<file path="src/rtl/hamming_encode_stream_pkg.sv">
// Shared SECDED geometry helpers for the streaming encoder
// and the matching decoder.
package hamming_encode_stream_pkg;

  function automatic int code_bits(input int dw);
    int r;
    r = 0;
    for (int i = 8; i >= 1; i--)
      if ((1 << i) >= dw + i + 1) r = i;
    return r;
  endfunction

  function automatic int coded_width(input int dw);
    return dw + code_bits(dw) + 1;
  endfunction

  function automatic bit is_pow2(input int p);
    return (p > 0) && ((p & (p - 1)) == 0);
  endfunction

  // Data index held at codeword position pos, -1 for parity slots.
  function automatic int data_index(input int pos);
    int n;
    if (pos <= 0 || is_pow2(pos)) return -1;
    n = 0;
    for (int i = 1; i < pos; i++)
      if (!is_pow2(i)) n++;
    return n;
  endfunction

  function automatic logic [255:0] par_mask(input int k, input int cw);
    logic [255:0] m;
    m = '0;
    for (int p = 1; p < 256; p++)
      if (p < cw && ((p >> k) & 1) == 1) m = m | (256'(1) << p);
    return m;
  endfunction

endpackage

</file>
<file path="src/rtl/hamming_encode_stream_if.sv">
// Stream, injection and statistics bundle between
// producer/consumer and the encoder.
interface hamming_encode_stream_if
  import hamming_encode_stream_pkg::*;
#(
  parameter int DATA_WIDTH = 32,
  parameter int CNT_WIDTH  = 16
);
  localparam int CB = code_bits(DATA_WIDTH);
  localparam int CW = coded_width(DATA_WIDTH);
  localparam int PW = $clog2(CW);

  logic [DATA_WIDTH-1:0] data_in_i;
  logic                  valid_in_i;
  logic                  ready_out_o;
  logic                  inj_en_i;
  logic                  inj_double_i;
  logic [PW-1:0]         inj_pos_i;
  logic [CW-1:0]         data_out_o;
  logic [CB:0]           parity_bits_o;
  logic                  valid_out_o;
  logic                  ready_in_i;
  logic [CNT_WIDTH-1:0]  word_count_o;
  logic [CNT_WIDTH-1:0]  inj_count_o;

  modport master (
    output data_in_i, valid_in_i, inj_en_i,
    output inj_double_i, inj_pos_i, ready_in_i,
    input  ready_out_o, data_out_o, parity_bits_o,
    input  valid_out_o, word_count_o, inj_count_o
  );

  modport slave (
    input  data_in_i, valid_in_i, inj_en_i,
    input  inj_double_i, inj_pos_i, ready_in_i,
    output ready_out_o, data_out_o, parity_bits_o,
    output valid_out_o, word_count_o, inj_count_o
  );
endinterface

</file>
<file path="src/rtl/hamming_secded_core.sv">
// Combinational SECDED encoder: data -> {codeword, parity}.
// Shared with the decoder for syndrome generation.
module hamming_secded_core
  import hamming_encode_stream_pkg::*;
#(
  parameter int DATA_WIDTH = 32,
  localparam int CB = code_bits(DATA_WIDTH),
  localparam int CW = coded_width(DATA_WIDTH)
) (
  input  logic [DATA_WIDTH-1:0] data_i,
  output logic [CW-1:0]         codeword_o,
  output logic [CB:0]           parity_o
);

  logic [CW-1:1] dbits;
  logic [CW-1:1] hcw;
  logic [CB-1:0] hp;

  for (genvar p = 1; p < CW; p++) begin : g_pos
    if (is_pow2(p)) begin : g_par
      localparam int K = $clog2(p);
      assign dbits[p] = 1'b0;
      assign hcw[p]   = hp[K];
    end else begin : g_dat
      localparam int DI = data_index(p);
      assign dbits[p] = data_i[DI];
      assign hcw[p]   = data_i[DI];
    end
  end

  // Parity slots are zero in dbits, so each check sees data only.
  for (genvar k = 0; k < CB; k++) begin : g_chk
    localparam logic [255:0] M = par_mask(k, CW);
    assign hp[k] = ^(dbits & M[CW-1:1]);
  end

  assign codeword_o = {hcw, ^hcw};
  assign parity_o   = {hp, ^hcw};

endmodule

</file>
<file path="src/rtl/hamming_encode_stream.sv">
// Two-stage streaming SECDED encoder with error injection
// and delivered/injected word counters.
module hamming_encode_stream
  import hamming_encode_stream_pkg::*;
#(
  parameter int DATA_WIDTH = 32,
  parameter int CNT_WIDTH  = 16
) (
  input logic clk_i,
  input logic rst_n_i,
  hamming_encode_stream_if.slave bus
);

  localparam int CB = code_bits(DATA_WIDTH);
  localparam int CW = coded_width(DATA_WIDTH);
  localparam int PW = $clog2(CW);

  logic                  s1_valid_q, s1_valid_d;
  logic [DATA_WIDTH-1:0] s1_data_q, s1_data_d;
  logic                  s1_inj_en_q, s1_inj_en_d;
  logic                  s1_inj_dbl_q, s1_inj_dbl_d;
  logic [PW-1:0]         s1_pos_q, s1_pos_d;

  logic                  s2_valid_q, s2_valid_d;
  logic [CW-1:0]         s2_data_q, s2_data_d;
  logic [CB:0]           s2_par_q, s2_par_d;
  logic                  s2_inj_q, s2_inj_d;

  logic [CNT_WIDTH-1:0]  word_cnt_q, word_cnt_d;
  logic [CNT_WIDTH-1:0]  inj_cnt_q, inj_cnt_d;

  logic                  s1_load;
  logic                  s2_load;
  logic                  out_hs;
  logic [CW-1:0]         cw_clean;
  logic [CB:0]           par_clean;
  logic [31:0]           pos_ext;
  logic [PW-1:0]         pos2;
  logic                  inj_hit;
  logic [CW-1:0]         flip;

  hamming_secded_core #(
    .DATA_WIDTH(DATA_WIDTH)
  ) u_core (
    .data_i    (s1_data_q),
    .codeword_o(cw_clean),
    .parity_o  (par_clean)
  );

  assign s2_load = s1_valid_q & (~s2_valid_q | bus.ready_in_i);
  assign bus.ready_out_o = ~s1_valid_q | s2_load;
  assign s1_load = bus.valid_in_i & bus.ready_out_o;
  assign out_hs  = s2_valid_q & bus.ready_in_i;

  assign pos_ext = 32'(s1_pos_q);
  assign inj_hit = s1_inj_en_q & (pos_ext < CW);
  assign pos2    = (pos_ext == CW - 1) ? '0 : s1_pos_q + 1'b1;

  always_comb begin
    flip = '0;
    if (inj_hit) begin
      flip[s1_pos_q] = 1'b1;
      if (s1_inj_dbl_q) flip[pos2] = 1'b1;
    end
  end

  always_comb begin
    s1_valid_d   = s1_valid_q;
    s1_data_d    = s1_data_q;
    s1_inj_en_d  = s1_inj_en_q;
    s1_inj_dbl_d = s1_inj_dbl_q;
    s1_pos_d     = s1_pos_q;
    if (s1_load) begin
      s1_valid_d   = 1'b1;
      s1_data_d    = bus.data_in_i;
      s1_inj_en_d  = bus.inj_en_i;
      s1_inj_dbl_d = bus.inj_double_i;
      s1_pos_d     = bus.inj_pos_i;
    end else if (s2_load) begin
      s1_valid_d   = 1'b0;
    end
  end

  always_comb begin
    s2_valid_d = s2_valid_q;
    s2_data_d  = s2_data_q;
    s2_par_d   = s2_par_q;
    s2_inj_d   = s2_inj_q;
    if (s2_load) begin
      s2_valid_d = 1'b1;
      s2_data_d  = cw_clean ^ flip;
      s2_par_d   = par_clean;
      s2_inj_d   = inj_hit;
    end else if (bus.ready_in_i) begin
      s2_valid_d = 1'b0;
    end
  end

  always_comb begin
    word_cnt_d = word_cnt_q;
    inj_cnt_d  = inj_cnt_q;
    if (out_hs) begin
      word_cnt_d = word_cnt_q + 1'b1;
      if (s2_inj_q) inj_cnt_d = inj_cnt_q + 1'b1;
    end
  end

  always_ff @(posedge clk_i or negedge rst_n_i) begin
    if (!rst_n_i) begin
      s1_valid_q   <= 1'b0;
      s1_data_q    <= '0;
      s1_inj_en_q  <= 1'b0;
      s1_inj_dbl_q <= 1'b0;
      s1_pos_q     <= '0;
      s2_valid_q   <= 1'b0;
      s2_data_q    <= '0;
      s2_par_q     <= '0;
      s2_inj_q     <= 1'b0;
      word_cnt_q   <= '0;
      inj_cnt_q    <= '0;
    end else begin
      s1_valid_q   <= s1_valid_d;
      s1_data_q    <= s1_data_d;
      s1_inj_en_q  <= s1_inj_en_d;
      s1_inj_dbl_q <= s1_inj_dbl_d;
      s1_pos_q     <= s1_pos_d;
      s2_valid_q   <= s2_valid_d;
      s2_data_q    <= s2_data_d;
      s2_par_q     <= s2_par_d;
      s2_inj_q     <= s2_inj_d;
      word_cnt_q   <= word_cnt_d;
      inj_cnt_q    <= inj_cnt_d;
    end
  end

  assign bus.valid_out_o   = s2_valid_q;
  assign bus.data_out_o    = s2_data_q;
  assign bus.parity_bits_o = s2_par_q;
  assign bus.word_count_o  = word_cnt_q;
  assign bus.inj_count_o   = inj_cnt_q;

endmodule

</file>
<file path="src/flat_wrapper.sv">
// flat-port wrapper written by rule: the top's interface ports become plain ports
module hamming_encode_stream_flat import hamming_encode_stream_pkg::*;
#(
  parameter int DATA_WIDTH = 32,
  parameter int CNT_WIDTH  = 16
)
  (clk_i, rst_n_i, bus_data_in_i, bus_valid_in_i, bus_inj_en_i, bus_inj_double_i, bus_inj_pos_i, bus_ready_in_i, bus_ready_out_o, bus_data_out_o, bus_parity_bits_o, bus_valid_out_o, bus_word_count_o, bus_inj_count_o);
  hamming_encode_stream_if #(.DATA_WIDTH(DATA_WIDTH), .CNT_WIDTH(CNT_WIDTH)) bus_i ();
  input logic clk_i;
  input logic rst_n_i;
  input wire logic [$bits(bus_i.data_in_i)-1:0] bus_data_in_i;
  input wire logic [$bits(bus_i.valid_in_i)-1:0] bus_valid_in_i;
  input wire logic [$bits(bus_i.inj_en_i)-1:0] bus_inj_en_i;
  input wire logic [$bits(bus_i.inj_double_i)-1:0] bus_inj_double_i;
  input wire logic [$bits(bus_i.inj_pos_i)-1:0] bus_inj_pos_i;
  input wire logic [$bits(bus_i.ready_in_i)-1:0] bus_ready_in_i;
  output wire logic [$bits(bus_i.ready_out_o)-1:0] bus_ready_out_o;
  output wire logic [$bits(bus_i.data_out_o)-1:0] bus_data_out_o;
  output wire logic [$bits(bus_i.parity_bits_o)-1:0] bus_parity_bits_o;
  output wire logic [$bits(bus_i.valid_out_o)-1:0] bus_valid_out_o;
  output wire logic [$bits(bus_i.word_count_o)-1:0] bus_word_count_o;
  output wire logic [$bits(bus_i.inj_count_o)-1:0] bus_inj_count_o;
  assign bus_i.data_in_i = bus_data_in_i;
  assign bus_i.valid_in_i = bus_valid_in_i;
  assign bus_i.inj_en_i = bus_inj_en_i;
  assign bus_i.inj_double_i = bus_inj_double_i;
  assign bus_i.inj_pos_i = bus_inj_pos_i;
  assign bus_i.ready_in_i = bus_ready_in_i;
  assign bus_ready_out_o = bus_i.ready_out_o;
  assign bus_data_out_o = bus_i.data_out_o;
  assign bus_parity_bits_o = bus_i.parity_bits_o;
  assign bus_valid_out_o = bus_i.valid_out_o;
  assign bus_word_count_o = bus_i.word_count_o;
  assign bus_inj_count_o = bus_i.inj_count_o;
  hamming_encode_stream #(.DATA_WIDTH(DATA_WIDTH), .CNT_WIDTH(CNT_WIDTH)) u_core (.clk_i(clk_i), .rst_n_i(rst_n_i), .bus(bus_i));
endmodule
</file>
<file path="config.mk">
export PLATFORM = sky130hd
export DESIGN_NAME = hamming_encode_stream_flat
export DESIGN_NICKNAME = d
export VERILOG_FILES = /design/src/rtl/hamming_encode_stream_pkg.sv /design/src/rtl/hamming_encode_stream_if.sv /design/src/rtl/hamming_secded_core.sv /design/src/rtl/hamming_encode_stream.sv /design/src/flat_wrapper.sv
export SDC_FILE = /design/constraint.sdc
export NUM_CORES = 1
export LEC_CHECK = 0
export CAP_MARGIN = 10
export CORE_UTILIZATION = 49
export CTS_BUF_LIST = sky130_fd_sc_hd__clkbuf_8 sky130_fd_sc_hd__clkbuf_16
export CTS_CLUSTER_SIZE = 20
export DETAILED_ROUTE_END_ITERATION = 16
export PLACE_DENSITY_LB_ADDON = 0.12
export SLEW_MARGIN = 20
export SYNTH_ARGS = -nofsm -noshare
export SYNTH_HDL_FRONTEND = slang
export SYNTH_HIERARCHICAL = 1
export SYNTH_SLANG_ARGS = --single-unit
</file>
<file path="constraint.sdc">
create_clock -name clk_i -period 2.15 [get_ports clk_i]
set_input_delay 0.3225 -clock clk_i [delete_from_list [all_inputs] [get_ports clk_i]]
set_output_delay 0.3225 -clock clk_i [all_outputs]
set_load 0.05 [all_outputs]
</file>
* Yosys cells after proc, flatten, opt, wreduce, memory -nomap -nowiden
Cells that the tools add are included.
Storage, ports and cells: word-level logic and storage cells 53, register bits after elaboration 121, output and inout port bits 80
Cells by class: reduce and logical (&&, ||, !) cells 12, bitwise operators 10, equality and inequality tests 1, add/subtract/negate cells 3, mux-type cells 11, order comparisons 5
Operators with widths (count):
- $reduce_xor 38->1 | 7
- $mux 39 | 2
- $or 39x39->39 | 1
- $xor 39x39->39 | 1
- $add 16x1->16 const B | 2
- $lt 6x7->1 const B | 2
- $demux 1 s6 | 2
- $ge 6x1->1 const B | 2
- $add 6x1->6 const B | 1
- $eq 6x6->1 const B | 1
- $lt 6x6->1 const B | 1
- $mux 1 | 6
- $mux 6 | 1
- $and 1x1->1 | 4
- $reduce_bool 2->1 | 2
- $logic_and 1x1->1 | 2
- $not 1->1 | 2
- $or 1x1->1 | 2
- $reduce_and 2->1 | 1

* Longest topological paths before layout
depth in word-level cells 10, gate-level depth with buffers 10, mapped depth without buffers 8

* Hierarchy
Netlist, hierarchy kept.
Modules (own cells, without submodules):
- hamming_encode_stream | instances 1, area each 6317.3 sq um, sequential area each 3027.9 sq um, cells each 620
- hamming_secded_core | instances 1, area each 929.6 sq um, sequential area each 0.0 sq um, cells each 96

* Worst setup path after synthesis
OpenSTA, ideal clock, no wires.
path kind reg2reg, start point register u_core.s2_valid_q, in the netlist u_core/bus.valid_out_o, end point register u_core.s1_data_q[0], stages on the path, launching flop included 5, setup slack -0.181 ns, buffers on the path 1, arrival 2.206 ns, cell sequence dfrtp_1 nand3b_1 nand2_1 clkbuf_1 mux2_2
On the way: cells in the longest elaborated chain, start to end 5
Ends and longest elaborated chain:
- from (decl) | line hamming_encode_stream.sv:24 | logic s2_valid_q, s2_valid_d;
- from (signal assigned) | line hamming_encode_stream.sv:127 | s2_valid_q <= s2_valid_d;
- $not 1->1 | line hamming_encode_stream.sv:50 | assign s2_load = s1_valid_q & (~s2_valid_q | bus.ready_in_i);
- $or 1x1->1 | line hamming_encode_stream.sv:50
- $and 1x1->1 | line hamming_encode_stream.sv:50
- $or 1x1->1 | line hamming_encode_stream.sv:51 | assign bus.ready_out_o = ~s1_valid_q | s2_load;
- net bus_ready_out_o | line flat_wrapper.sv:17 | output wire logic [$bits(bus_i.ready_out_o)-1:0] bus_ready_out_o;
- $and 1x1->1 | line hamming_encode_stream.sv:52 | assign s1_load = bus.valid_in_i & bus.ready_out_o;
- to (signal assigned) | line hamming_encode_stream.sv:123 | s1_data_q <= s1_data_d;
- to (decl) | line hamming_encode_stream.sv:19 | logic [DATA_WIDTH-1:0] s1_data_q, s1_data_d;
The timed path passes the listed nets, and every way through them passes these cells. A chain may end at the register's enable or synchronous reset.

* Worst setup path after layout
start point register u_core.s1_data_q[2], end point register u_core.s2_data_q[0], in the netlist u_core/bus.data_out_o[0]
On the way: cells in the longest elaborated chain, start to end 3, elaborated cells on any way between the ends 4, those cells by class bitwise: 1; reduce/logical: 3
Ends and longest elaborated chain:
- $reduce_xor 38->1 | line hamming_secded_core.sv:34 | assign hp[k] = ^(dbits & M[CW-1:1]);
- $reduce_xor 38->1 * | line hamming_secded_core.sv:37 | assign codeword_o = {hcw, ^hcw};
- net u_core.cw_clean[0] | line hamming_encode_stream.sv:35 | logic [CW-1:0] cw_clean;
- $xor 39x39->39 * | line hamming_encode_stream.sv:91 | s2_data_d = cw_clean ^ flip;
- to (signal assigned) | line hamming_encode_stream.sv:128 | s2_data_q <= s2_data_d;
- to (decl) | line hamming_encode_stream.sv:25 | logic [CW-1:0] s2_data_q, s2_data_d;
Mark *: on every way through the listed nets, which the timed path passes. The rest lies on a longest branch.

==> impl_metrics.json <==
{
  "syn_to_final_growth_pct": 44.8,
  "crit_fanout": 3,
  "post-route-min-period_ps": 2330,
  "skew_ps": 5.98,
  "port_buffers": 123,
  "synth_area_sq_um": 7250,
  "rows": 44,
  "syn_avg_cell_area_sq_um": 10.1,
  "worst_slack_ps": -177,
  "leakage_nw": 4.36,
  "seq_area_frac_synth": 0.418,
  "drt-total-wl_um": 22700,
  "synth_area_leaders": "dfrtp_1 42%, xnor2_1 9.3%, mux2_2 6.5%",
  "tightest_slew_ps": 576,
  "fin_nets": 969,
  "finalHoldViolations": 0,
  "post-route-util": 0.725,
  "gp_congestion": 0.945,
  "run_status": "finished, violations left",
  "cts_buffers": 17,
  "start_util": 0.501,
  "cts_tree": "built",
  "die_area_sq_um": 15300,
  "ant_nets": 0,
  "period_share": 1.08,
  "vias": 6293,
  "failed_checks": "setup timing",
  "wl_per_cell_um": 20.3,
  "max_clock_freq_mhz": 430,
  "yosysWarnings": 6,
  "vdd_drop_max_uv": 931,
  "synth_area_leader_cell": "dfrtp_1",
  "drt_iter0_drc": 429,
  "synth-async-reset-ratio": 1.00,
  "rsz0062_at_grt": "true",
  "postSynthCellCount": 716,
  "cp-end-kind": "flip-flop",
  "arrival_ps": 2640,
  "die_x_um": 124,
  "maxCapViolCount": 0,
  "grt_max_degree": 50,
  "grt_pass1_vias": 6184,
  "clockBufferDepth": 2,
  "synth.top_cell.area_share": 0.418,
  "vias_per_cell": 5.63,
  "grt_overflow": 0,
  "setup_violations": 12,
  "grt_pass1_wl_um": 34400,
  "hpwl_um": 17200,
  "clk_latency_ps": 420,
  "diodes": 0,
  "yosysMostFrequentCell": "dfrtp_1",
  "synth_nets": 764,
  "grt_usage": 0.309,
  "clockRootBuffer": "clkbuf_16",
  "start_kind": "flip-flop",
  "maxSlewViolCount": 0,
  "whs_ps": 327,
  "synthFlopType": "dfrtp_1",
  "powerDensity_nw_per_um2": 1330,
  "ys_types": 70,
  "drtPass1Iterations": 5,
  "synth_seq_cells": 121,
  "slew_headroom": 0.614,
  "synth_commonest_cells": "121 x dfrtp_1, 88 x nand2_1, 77 x xnor2_1",
  "place_ws_ps": -230,
  "drc_errors": 0,
  "htreeDepth": 4,
  "synth-edff-count": 0,
  "numClockSinks": 121,
  "hold_class": "in2async",
  "required_ps": 2460,
  "ios": 124,
  "layout-drive-gt1-share": 0.323,
  "path_clk_slew_ps": 60,
  "core_area_sq_um": 14500,
  "worstSetupPathType": "reg2reg",
  "nFillCells": 1042,
  "die_y_um": 124,
  "antenna_found_initial": 0
}
## flip-flops by register name (all words and copies together), names as in the netlist
register                  flops
u_core/bus.data_out_o        39
u_core/bus.inj_count_o       16
u_core/s1_valid_q             1
u_core/bus.valid_out_o        1
u_core/s1_data_q             32
u_core/s1_pos_q               6
u_core/s2_inj_q               1
u_core/bus.parity_bits_o      7
u_core/s1_inj_dbl_q           1
u_core/s1_inj_en_q            1
u_core/bus.word_count_o      16
## cell families (layout without fill, tap and decap cells)
kind of cell	count (synthesis)	in the layout	share of synthesized area
AOI/OAI and AO/OA	131	131	0.127
xor gates and xnor gates	115	115	0.158
adders and majority gates	4	4	0.00691
buffers and inverters	79	296	0.0675
DFF	121	121	0.418
muxes	47	47	0.0722
and+or+nand+nor	219	219	0.151
## what timing repair did
action,CTS,global route
setup buffers,6,6
setup endpoints to repair,38,38
hold buffers,1,0
pin swaps,19,21
resized for setup,47,58
endpoints found under the hold margin,17,0
## through the flow
step	setup TNS (ps)	cell area (sq um)	instances	total power, mW
finish	-474	10500	1117	13.9
detailed placement	-2760	9270	1076	10.4
global placement	-1530	9270	1076	10.3
global route	-2220	10500	1117	14.5
CTS	-1020	10200	1113	13.7
floorplan	-111	7270	716	8.52
## worst max-delay path: stages (launching register included)
cell	delay (ps)
dfrtp_1	410
xor2_2	260
xnor3_1	360
xnor3_2	300
xnor3_1	380
xor3_1	250
xnor2_1	170
o21ai_1	70
## power by group
part	switching, mW	total, mW	leakage (nW)	internal, mW
combinational	4.19	7.70	2.59	3.50
sequential	0.460	3.25	1.48	2.79
clock	1.11	2.96	0.293	1.86
total	5.76	13.9	4.36	8.15
## worst paths after layout
check,start,to,slack (ps),depth (start not counted)
worst max register to register,u_core/s1_data_q[2]$_DFFE_PN0P_,u_core/bus.data_out_o[0]$_DFFE_PN0P_,-180,7
worst min register to register,u_core/bus.word_count_o[15]$_DFFE_PN0P_,u_core/bus.word_count_o[15]$_DFFE_PN0P_,470,1
min in group clk_i,u_core/bus.word_count_o[15]$_DFFE_PN0P_,u_core/bus.word_count_o[15]$_DFFE_PN0P_,470,1
worst max-delay path,u_core/s1_data_q[2]$_DFFE_PN0P_,u_core/bus.data_out_o[0]$_DFFE_PN0P_,-180,7
max in group asynchronous,rst_n_i,u_core/s1_pos_q[3]$_DFFE_PN0P_,1080,3
worst min-delay path,rst_n_i,u_core/bus.inj_count_o[13]$_DFFE_PN0P_,330,2
## cell usage in the layout, fill, tap and decap left out, types with 5 or more instances in the layout
master and instances:
buf_4 122, clkdlybuf4s50_1 121, dfrtp_1 117, nand2_1 85
xnor2_1 65, mux2_2 42, o21ai_1 32, nor2_1 31
xor2_1 26, nand3_1 19, clkbuf_16 17, o21ai_0 17
buf_6 14, nand4_1 13, xnor2_2 12, nand2b_1 10
nand3b_1 6, and3_1 6, a311oi_1 6, a21oi_2 6
o2111ai_1 6, xnor3_1 6, and2_1 5, and4_1 5
o311ai_0 5
## layout make-up
cell class,instances,area (sq um),share of cell area
Multi-Input combinational cell,516,4220,0.403
Sequential cell,121,3030,0.289
Timing Repair Buffer,263,2390,0.228
Clock buffer,18,439,0.0419
Tap cell,184,230,0.0219
Clock inverter,13,168,0.0160
Inverter,2,7.51,0.000716
## routing by layer
metal / global-route usage / share of wire / routed length (um) / vias up
li1: - / - / - / 2903
met1: 0.414 / 0.43 / 9860 / 3112
met2: 0.495 / 0.48 / 10800 / 238
met3: 0.0769 / 0.067 / 1520 / 40
met4: 0.0919 / 0.022 / 499 / 0
met5: 0 / 0 / 0 / -
No activity file was read; power rests on OpenSTA's default activity.
